===== config.mk =====
export PLATFORM = sky130hd
export DESIGN_NAME = seq_divider_flat
export DESIGN_NICKNAME = d
export VERILOG_FILES = /design/src/rtl/div_pkg.sv /design/src/rtl/seq_divider_if.sv /design/src/rtl/div_step.sv /design/src/rtl/seq_divider.sv /design/src/flat_wrapper.sv
export SDC_FILE = /design/constraint.sdc
export NUM_CORES = 1
export LEC_CHECK = 0
export BUFFER_PORTS_ARGS = -buffer_cell sky130_fd_sc_hd__buf_2
export CELL_PAD_IN_SITES_DETAIL_PLACEMENT = 2
export CELL_PAD_IN_SITES_GLOBAL_PLACEMENT = 2
export CORE_UTILIZATION = 35
export DETAILED_ROUTE_END_ITERATION = 12
export PLACE_DENSITY = 0.87
export SYNTH_ARGS = -nofsm -noshare
export SYNTH_HDL_FRONTEND = slang
export SYNTH_SLANG_ARGS = --single-unit

===== constraint.sdc =====
create_clock -name clk -period 5.8 [get_ports clk]
set_input_delay 1.16 -clock clk [delete_from_list [all_inputs] [get_ports clk]]
set_output_delay 1.16 -clock clk [all_outputs]
set_load 0.005 [all_outputs]

===== src/rtl/div_pkg.sv =====
// Shared types and constants for the sequential restoring divider.
// Build option: DIV_SIGNED_EN adds the FIXUP state for two's-complement operands.
package div_pkg;

  localparam int DIV_DEFAULT_WIDTH = 16;
  localparam int DIV_CNT_W         = $clog2(DIV_DEFAULT_WIDTH);

  // Width of the bit counter for a given operand width (never below 1 bit).
  function automatic int div_cnt_width(input int width);
    return (width > 2) ? $clog2(width) : 1;
  endfunction

  typedef enum logic [1:0] {
    IDLE  = 2'd0,
    CALC  = 2'd1,
`ifdef DIV_SIGNED_EN
    FIXUP = 2'd2,
`endif
    DONE  = 2'd3
  } div_state_t;

endpackage


===== src/rtl/seq_divider_if.sv =====
// Start/done handshake, operands and results of the sequential divider.
// master: requester side, slave: divider side.
interface seq_divider_if
  import div_pkg::*;
#(
  parameter int WIDTH = DIV_DEFAULT_WIDTH
);

  logic                 start;
  logic [2*WIDTH-1:0]   dividend;
  logic [WIDTH-1:0]     divisor;
  logic                 busy;
  logic                 done;
  logic [WIDTH-1:0]     quotient;
  logic [WIDTH-1:0]     remainder;
  logic                 div_by_zero;
  logic                 overflow;

  modport master (
    output start, dividend, divisor,
    input  busy, done, quotient, remainder, div_by_zero, overflow
  );

  modport slave (
    input  start, dividend, divisor,
    output busy, done, quotient, remainder, div_by_zero, overflow
  );

endinterface


===== src/rtl/div_step.sv =====
// One combinational restoring-division step: shift in one dividend bit,
// try subtracting the divisor, keep the difference if it did not go negative.
module div_step
  import div_pkg::*;
#(
  parameter int WIDTH = DIV_DEFAULT_WIDTH
) (
  input  logic [WIDTH-1:0] i_rem,
  input  logic             i_bit,
  input  logic [WIDTH-1:0] i_divisor,
  output logic [WIDTH-1:0] o_rem,
  output logic             o_qbit
);

  logic [WIDTH:0] w_shifted;
  logic [WIDTH:0] w_trial;
  logic           w_unused_trial_msb;

  assign w_shifted = {i_rem, i_bit};
  assign w_trial   = w_shifted - {1'b0, i_divisor};
  // The partial remainder stays below the divisor, so a successful trial
  // always fits back into WIDTH bits; its top bit carries no information.
  assign w_unused_trial_msb = w_trial[WIDTH];

  // Explicit compare gives the sign of the trial without a borrow bit.
  assign o_qbit = (w_shifted >= {1'b0, i_divisor});
  assign o_rem  = o_qbit ? w_trial[WIDTH-1:0] : w_shifted[WIDTH-1:0];

endmodule


===== src/rtl/seq_divider.sv =====
// Iterative restoring divider: 2*WIDTH-bit dividend / WIDTH-bit divisor,
// one quotient bit per clock, start/done handshake, results held until the
// next accepted start.
// Build option: DIV_SIGNED_EN -> two's-complement operands with a one-cycle
// FIXUP state for sign correction and the final range check.
module seq_divider
  import div_pkg::*;
#(
  parameter int WIDTH = DIV_DEFAULT_WIDTH
) (
  input  logic         clk,
  input  logic         reset,
  seq_divider_if.slave bus
);

  localparam int CNT_W = div_cnt_width(WIDTH);

  div_state_t          r_state, w_state_next;
  logic [CNT_W-1:0]    r_cnt, w_cnt_next;
  logic [WIDTH-1:0]    r_rem, w_rem_next;          // partial remainder, final remainder
  logic [WIDTH-1:0]    r_quo, w_quo_next;          // quotient shift register / result
  logic [WIDTH-1:0]    r_dvd_lo, w_dvd_lo_next;    // dividend bits still to be consumed
  logic [WIDTH-1:0]    r_divisor, w_divisor_next;
  logic                r_dbz, w_dbz_next;
  logic                r_ovf, w_ovf_next;

  logic [2*WIDTH-1:0]  w_dvd_mag;
  logic [WIDTH-1:0]    w_dsr_mag;
  logic [WIDTH-1:0]    w_step_rem;
  logic                w_step_qbit;

`ifdef DIV_SIGNED_EN
  localparam logic [WIDTH-1:0] Q_NEG_MAX = {1'b1, {(WIDTH-1){1'b0}}};
  localparam logic [WIDTH-1:0] Q_POS_MAX = {1'b0, {(WIDTH-1){1'b1}}};

  logic                r_neg_q, w_neg_q_next;      // operand signs differ
  logic                r_neg_r, w_neg_r_next;      // dividend negative
  logic [WIDTH-1:0]    r_dvd_raw_lo, w_dvd_raw_lo_next;

  assign w_dvd_mag = bus.dividend[2*WIDTH-1] ? -bus.dividend : bus.dividend;
  assign w_dsr_mag = bus.divisor[WIDTH-1]    ? -bus.divisor  : bus.divisor;
`else
  assign w_dvd_mag = bus.dividend;
  assign w_dsr_mag = bus.divisor;
`endif

  div_step #(.WIDTH(WIDTH)) u_step (
    .i_rem     (r_rem),
    .i_bit     (r_dvd_lo[WIDTH-1]),
    .i_divisor (r_divisor),
    .o_rem     (w_step_rem),
    .o_qbit    (w_step_qbit)
  );

  assign bus.busy        = (r_state != IDLE);
  assign bus.done        = (r_state == DONE);
  assign bus.quotient    = r_quo;
  assign bus.remainder   = r_rem;
  assign bus.div_by_zero = r_dbz;
  assign bus.overflow    = r_ovf;

  // State and datapath registers; reset aborts any operation in flight.
  always_ff @(posedge clk) begin
    if (reset) begin
      r_state   <= IDLE;
      r_cnt     <= '0;
      r_rem     <= '0;
      r_quo     <= '0;
      r_dvd_lo  <= '0;
      r_divisor <= '0;
      r_dbz     <= 1'b0;
      r_ovf     <= 1'b0;
`ifdef DIV_SIGNED_EN
      r_neg_q      <= 1'b0;
      r_neg_r      <= 1'b0;
      r_dvd_raw_lo <= '0;
`endif
    end else begin
      r_state   <= w_state_next;
      r_cnt     <= w_cnt_next;
      r_rem     <= w_rem_next;
      r_quo     <= w_quo_next;
      r_dvd_lo  <= w_dvd_lo_next;
      r_divisor <= w_divisor_next;
      r_dbz     <= w_dbz_next;
      r_ovf     <= w_ovf_next;
`ifdef DIV_SIGNED_EN
      r_neg_q      <= w_neg_q_next;
      r_neg_r      <= w_neg_r_next;
      r_dvd_raw_lo <= w_dvd_raw_lo_next;
`endif
    end
  end

  // Next-state and datapath update: accept, iterate, sign-fix, report.
  always_comb begin
    w_state_next   = r_state;
    w_cnt_next     = r_cnt;
    w_rem_next     = r_rem;
    w_quo_next     = r_quo;
    w_dvd_lo_next  = r_dvd_lo;
    w_divisor_next = r_divisor;
    w_dbz_next     = r_dbz;
    w_ovf_next     = r_ovf;
`ifdef DIV_SIGNED_EN
    w_neg_q_next      = r_neg_q;
    w_neg_r_next      = r_neg_r;
    w_dvd_raw_lo_next = r_dvd_raw_lo;
`endif

    case (r_state)
      IDLE: begin
        if (bus.start) begin
          w_dbz_next     = 1'b0;
          w_ovf_next     = 1'b0;
          w_quo_next     = '0;
          w_divisor_next = w_dsr_mag;
          w_dvd_lo_next  = w_dvd_mag[WIDTH-1:0];
`ifdef DIV_SIGNED_EN
          w_neg_q_next      = bus.dividend[2*WIDTH-1] ^ bus.divisor[WIDTH-1];
          w_neg_r_next      = bus.dividend[2*WIDTH-1];
          w_dvd_raw_lo_next = bus.dividend[WIDTH-1:0];
`endif
          if (bus.divisor == '0) begin
            w_dbz_next   = 1'b1;
            w_quo_next   = '1;
            w_rem_next   = bus.dividend[WIDTH-1:0];
            w_state_next = DONE;
          end else if (w_dvd_mag[2*WIDTH-1:WIDTH] >= w_dsr_mag) begin
            // Quotient would need more than WIDTH bits.
            w_ovf_next   = 1'b1;
            w_quo_next   = '1;
            w_rem_next   = bus.dividend[WIDTH-1:0];
            w_state_next = DONE;
          end else begin
            w_rem_next   = w_dvd_mag[2*WIDTH-1:WIDTH];
            w_cnt_next   = CNT_W'(WIDTH-1);
            w_state_next = CALC;
          end
        end
      end

      CALC: begin
        w_rem_next    = w_step_rem;
        w_quo_next    = {r_quo[WIDTH-2:0], w_step_qbit};
        w_dvd_lo_next = {r_dvd_lo[WIDTH-2:0], 1'b0};
        if (r_cnt == '0) begin
`ifdef DIV_SIGNED_EN
          w_state_next = FIXUP;
`else
          w_state_next = DONE;
`endif
        end else begin
          w_cnt_next = r_cnt - CNT_W'(1);
        end
      end

`ifdef DIV_SIGNED_EN
      FIXUP: begin
        // Negative results may reach -2^(W-1); positive ones stop at 2^(W-1)-1.
        if (r_quo > (r_neg_q ? Q_NEG_MAX : Q_POS_MAX)) begin
          w_ovf_next = 1'b1;
          w_quo_next = '1;
          w_rem_next = r_dvd_raw_lo;
        end else begin
          w_quo_next = r_neg_q ? -r_quo : r_quo;
          w_rem_next = r_neg_r ? -r_rem : r_rem;
        end
        w_state_next = DONE;
      end
`endif

      DONE: begin
        w_state_next = IDLE;
      end

      default: begin
        w_state_next = IDLE;
      end
    endcase
  end

endmodule


===== src/flat_wrapper.sv =====
// flat-port wrapper written by rule: the top's interface ports become plain ports
module seq_divider_flat import div_pkg::*;
#(
  parameter int WIDTH = DIV_DEFAULT_WIDTH
)
  (clk, reset, bus_start, bus_dividend, bus_divisor, bus_busy, bus_done, bus_quotient, bus_remainder, bus_div_by_zero, bus_overflow);
  seq_divider_if #(.WIDTH(WIDTH)) bus_i ();
  input  logic clk;
  input  logic reset;
  input wire logic [$bits(bus_i.start)-1:0] bus_start;
  input wire logic [$bits(bus_i.dividend)-1:0] bus_dividend;
  input wire logic [$bits(bus_i.divisor)-1:0] bus_divisor;
  output wire logic [$bits(bus_i.busy)-1:0] bus_busy;
  output wire logic [$bits(bus_i.done)-1:0] bus_done;
  output wire logic [$bits(bus_i.quotient)-1:0] bus_quotient;
  output wire logic [$bits(bus_i.remainder)-1:0] bus_remainder;
  output wire logic [$bits(bus_i.div_by_zero)-1:0] bus_div_by_zero;
  output wire logic [$bits(bus_i.overflow)-1:0] bus_overflow;
  assign bus_i.start = bus_start;
  assign bus_i.dividend = bus_dividend;
  assign bus_i.divisor = bus_divisor;
  assign bus_busy = bus_i.busy;
  assign bus_done = bus_i.done;
  assign bus_quotient = bus_i.quotient;
  assign bus_remainder = bus_i.remainder;
  assign bus_div_by_zero = bus_i.div_by_zero;
  assign bus_overflow = bus_i.overflow;
  seq_divider #(.WIDTH(WIDTH)) u_core (.clk(clk), .reset(reset), .bus(bus_i));
endmodule

Word-level counts from Yosys, hierarchy flattened
Cells that the tools add are included.
{ "word_totals": {"inputBits": 51, "register_bits": 72} }
{ "op_classes": {"eq_ne": 7, "addsub": 2, "mux": 24, "order_cmp": 2, "n_reduce_logical": 9} }
{ "ops": {"columns": ["op", "n"], "rows": [
  ["$mux 16", 8],
  ["$pmux 16 s2", 3],
  ["$ge 17x16->1", 1],
  ["$ge 16x16->1", 1],
  ["$logic_not 16->1", 1],
  ["$mux 4", 4],
  ["$sub 16x16->16", 1],
  ["$mux 2", 4],
  ["$ne 2x2->1 const B", 4],
  ["$pmux 4 s2", 1],
  ["$reduce_and 2->1", 3],
  ["$reduce_and 5->1", 1],
  ["$logic_not 4->1", 1],
  ["$pmux 2 s2", 1],
  ["$reduce_bool 2->1", 2],
  ["$sub 4x1->4 const B", 1],
  ["$mux 1", 3],
  ["$eq 2x1->1 const B", 1],
  ["$eq 2x2->1 const B", 1],
  ["$logic_not 2->1", 1],
  ["$ne 2x1->1 const B", 1]
]} }

Depth between registers and ports, before layout
{ "logic_depth": {"depth_word": 5, "mapped_depth": 11, "ltp_nobuf": 10} }

Hierarchy
A second synthesis with hierarchy kept.
{ "unflattened": {"cells_unflattened": 581, "hier_area_um2": 4723.3} }
{ "modules_own_cells": {"columns": ["mod", "area_per_inst_um2", "instances", "seq_area_each_um2", "cells_per_inst"], "rows": [
  ["seq_divider", 3564.7, 1, 1441.4, 423],
  ["div_step", 1158.6, 1, 0.0, 158]
]} }

Least setup slack after synthesis
No wires, ideal clock.
{ "synth_timing": {"kind": "input to register", "startpoint": "input port bus_dividend[16]", "endpoint": "register u_core.r_rem[0] (netlist: u_core.bus.remainder[0])", "arrival_time_ns": 3.068, "setup_time_ns": 0.095, "path_stages": 11, "slack_ns": 2.637, "path_cell_list": "inv_1 -> ha_1 -> nand2b_1 -> a2111o_1 -> a31oi_1 -> o211ai_1 -> buf_2 -> buf_4 -> nor2_1 -> a21oi_1 -> a221oi_1"} }
{ "synth_between": {"elab_chain_len": 5} }
{ "synth_lines": {"columns": ["element", "line_no", "rtl"], "rows": [
  ["start, declared", "flat_wrapper.sv:11", "input wire logic [$bits(bus_i.dividend)-1:0] bus_dividend;"],
  ["$ge 16x16->1", "seq_divider.sv:129", "end else if (w_dvd_mag[2*WIDTH-1:WIDTH] >= w_dsr_mag) begin"],
  ["$mux 16 *", "seq_divider.sv:129", null],
  ["$mux 16 *", "seq_divider.sv:124", "if (bus.divisor == '0) begin"],
  ["$mux 16 *", "seq_divider.sv:113", "if (bus.start) begin"],
  ["$pmux 16 s2 *", "seq_divider.sv:111", "case (r_state)"],
  ["end signal, assigned", "seq_divider.sv:81", "r_rem <= w_rem_next;"],
  ["end, declared", "seq_divider.sv:20", "logic [WIDTH-1:0] r_rem, w_rem_next;"]
]} }
Mark *: on every way between the ends. The rest lies on a longest branch, timed or not. The select of a mux whose other input is x is not followed.
A chain may end at the register's enable or synchronous reset.

Worst setup path after layout
{ "layout_timing": {"startpoint": "input port bus_divisor[15]", "endpoint": "register u_core.r_quo[13] (netlist: u_core.bus.quotient[13])"} }
{ "layout_between": {"elab_chain_len": 5} }
{ "layout_lines": {"columns": ["element", "line_no", "rtl"], "rows": [
  ["start, declared", "flat_wrapper.sv:12", "input wire logic [$bits(bus_i.divisor)-1:0] bus_divisor;"],
  ["$ge 16x16->1", "seq_divider.sv:129", null],
  ["$mux 16", "seq_divider.sv:129", null],
  ["$mux 16 *", "seq_divider.sv:124", null],
  ["$mux 16 *", "seq_divider.sv:113", null],
  ["$pmux 16 s2 *", "seq_divider.sv:111", null],
  ["end signal, assigned", "seq_divider.sv:82", "r_quo <= w_quo_next;"],
  ["end, declared", "seq_divider.sv:21", "logic [WIDTH-1:0] r_quo, w_quo_next;"]
]} }
Marks and branches as above.

==> impl_metrics.toml <==
[detailed_routing]
drt_iter0_drc = 195
detailroute.via_count = 4612
drtAntennaViolNets = 0
routed_wirelength_um = 17800
drc_errors = 0
detail_route.first_pass.iterations = 4
vias_per_cell = 5.80
routed_wire_length_per_instance_um = 22.4

[die]
fp.dieArea_um2 = 13200
fp-row-count = 40
dieHeight_um = 115
initial_core_util = 0.365
io_pins = 87
coreArea_um2 = 12200
die_width_um = 115

[final_layout]
nNetsFinal = 707
syn_to_layout_area_delta_pct = 18.1
most-common-layout-cells = "buf_2, nand2_1, dfxtp_1"
layout.cells.most_common = "buf_2"
insertedDiodeCount = 0
fraction_of_final_layout_cells_with_drive_strength_greater_than_1 = 0.183
non_filler_cells_final = 795
utilization = 0.431

[worst_setup_path]
worstReg2RegEnd = "u_core.bus.remainder[1]$_SDFFE_PP0P_"
regToRegStartpoint = "u_core.r_divisor[1]$_SDFFE_PP0P_"
timing.critical_path.from_type = "input port"
path_max_fanout = 19
r2r_cells = 9
cp_data_required_time_ns = 6.07
critPathCaptureType = "flop"
reg2reg_setup_slack_ns = 2.81
worstSetupPathType = "in -> reg"
timing.critical_path.arrival_ns = 3.62

[pwr]
powerDensity_nw_per_um2 = 382
peakVddDrop_mv = 0.208
design_power_total_mw = 2.01
switching_power_as_a_share_of_total_power = 0.409
power.internal_mw = 1.19
clock_power_share = 0.262
cellLeakagePower_nw = 2.31
netSwitchingPower_mw = 0.823
power.share.sequential = 0.312
combPwrFrac = 0.427

[synth]
synth.largest_area_cell = "dfxtp_1"
post_synthesis_mean_instance_area_um2 = 8.07
yosys_warnings = 0
synth_edf_count = 0
postSynthCellCount = 553
post_synth_instance_area_um2 = 4460
ys_async_sr_fraction = 0
ys_top_cells_by_area = "dfxtp_1, ha_1, nand2_1"
seq_area_frac_synth = 0.323
netlist.area_leader.share = 0.323
synth.distinct_cells = 58
synthesis.nets = 638
synth-seq-cells = 72
synth-main-ff-cell = "dfxtp_1"

[timing]
setup_viol_count_final = 0
worst-slew-pin-transition_ns = 1.13
timing.slew.headroom = 0.241
clock.fmax_mhz = 298
timing.final.hold_violations = 0
layout_worst_path_cycle_share = 0.578
finalMaxSlewViolations = 0
rsz_0062_raised_after_global_routing = "no"
setup_tns_ns = 0
finClkSkew_ns = 0.00876
final.hold.worst_slack_ns = 0.462
final.min_clock_period_ns = 3.35

[clock_network]
cts.clk_slew.worst_paths_ns = 0.06
cts-hold-fix-buffers = 0
post_cts.resized_instances = 0
clock_path_buffers = 2
cts_setup_buffers = 0
cts_made_buffers = 9
htree_num_levels = 3
clock_tree.root_cell = "clkbuf_16"
clkSinkCount = 72
tritoncts_clock_tree = "built"
clock_insertion_delay_worst_skew_ns = 0.36

[placed_design]
dp_hpwl_um = 12400
portBuffers = 86
place.gp.congestion = 0.840
dp_cells = 779

[global_route]
top_usage_layer = "met2"
first_global_vias = 5072
global_route.usage.met1 = 0.319
antenna_found_initial = 0
grt_start_max_net_pins = 73
grt_usage = 0.286
first_pass_grt_wire_length_um = 28100
met2_usage = 0.501
aggregate_global_routing_overflow = 0
global_route.usage.met3 = 0.0543

[hold_path]
timing.hold.worst_path_depth = 2
hp-start = "u_core.r_divisor[7]$_SDFFE_PP0P_"
hp-class = "reg -> reg"
hold-path-endpoint = "u_core.r_divisor[7]$_SDFFE_PP0P_"

[job]
timing.max_cap.violations = 0

[outcome]
status = "finished clean"
==> worst max-delay path by stage <==
| stage | from | endpoint | slack [ns] | cells past startpoint |
|---|---|---|---|---|
| after floorplan | bus_dividend[16] | u_core.bus.remainder[0]$_SDFFE_PP0P_ | 2.64 | 11 |
| after global placement | bus_divisor[0] | u_core.bus.quotient[0]$_SDFFE_PP0P_ | 2.33 | 9 |
| after detailed placement | bus_divisor[15] | u_core.bus.quotient[13]$_SDFFE_PP0P_ | 2.19 | 10 |
| after CTS | bus_divisor[15] | u_core.bus.quotient[13]$_SDFFE_PP0P_ | 2.47 | 10 |
| after global routing | bus_divisor[15] | u_core.bus.quotient[13]$_SDFFE_PP0P_ | 2.34 | 10 |
| final | bus_divisor[15] | u_core.bus.quotient[13]$_SDFFE_PP0P_ | 2.45 | 10 |
==> power groups by stage <==
stage / clock network (mW) / registers, mW / logic, mW
floorplan: 0 / 0.619 / 0.601
global placement: 0 / 0.630 / 0.778
detailed placement: 0 / 0.635 / 0.830
CTS: 0.535 / 0.627 / 0.860
global route: 0.555 / 0.636 / 0.939
finish: 0.527 / 0.628 / 0.859
==> state kept, by name, summed over array words and instances (netlist names) <==
signal and flops:
u_core.bus.div_by_zero 1, u_core.bus.overflow 1, u_core.bus.quotient 16, u_core.bus.remainder 16, u_core.r_cnt 4, u_core.r_divisor 16, u_core.r_dvd_lo 16, u_core.r_state 2
==> logic make-up after synthesis <==
family,count (synthesis),synth area share
buf+inv,73,0.0653
fa+ha+maj,34,0.0970
compound gates,171,0.268
simple gates,168,0.169
mux,28,0.0645
flops,72,0.323
xor+xnor,7,0.0137
==> cells in the mapped netlist (7+ instances only) <==
master,instances
mux2i_1,22
o21bai_1,9
nor2_1,42
clkbuf_1,28
inv_1,40
a311oi_1,19
nor3_1,10
nand3_1,7
ha_1,33
nand2_1,79
a22oi_1,15
a221oi_1,7
dfxtp_1,72
a21oi_1,59
o21ai_0,11
==> routing by layer <==
metal / wire length, um / vias up
met5: 0 / -
met4: 846 / 0
met3: 838 / 56
met2: 9000 / 135
met1: 7160 / 2284
li1: - / 2137
==> critical path: stages <==
cell and delay [ns]:
buf_2 0.15, inv_1 0.08, ha_1 0.33, nand4_1 0.18, a211oi_1 0.36, a211oi_1 0.13, o211ai_1 0.12, buf_4 0.33
nand2_1 0.44, a21oi_1 0.34
==> metrics by stage <==
| stage | worst slack, ns | area [um^2] |
|---|---|---|
| floorplan | 2.64 | 4460 |
| global placement | 2.33 | 5000 |
| detailed placement | 2.19 | 5000 |
| CTS | 2.47 | 5270 |
| global route | 2.34 | 5270 |
| finish | 2.45 | 5270 |
==> area by class of cell <==
type	instances	area, um^2
Multi-Input combinational cell	408	2730
Timing Repair Buffer	91	468
Fill cell	1429	6940
Sequential cell	72	1440
Clock inverter	5	33.8
Tap cell	168	210
Inverter	40	150
Clock buffer	11	233
(Power assumes the default switching activity.)
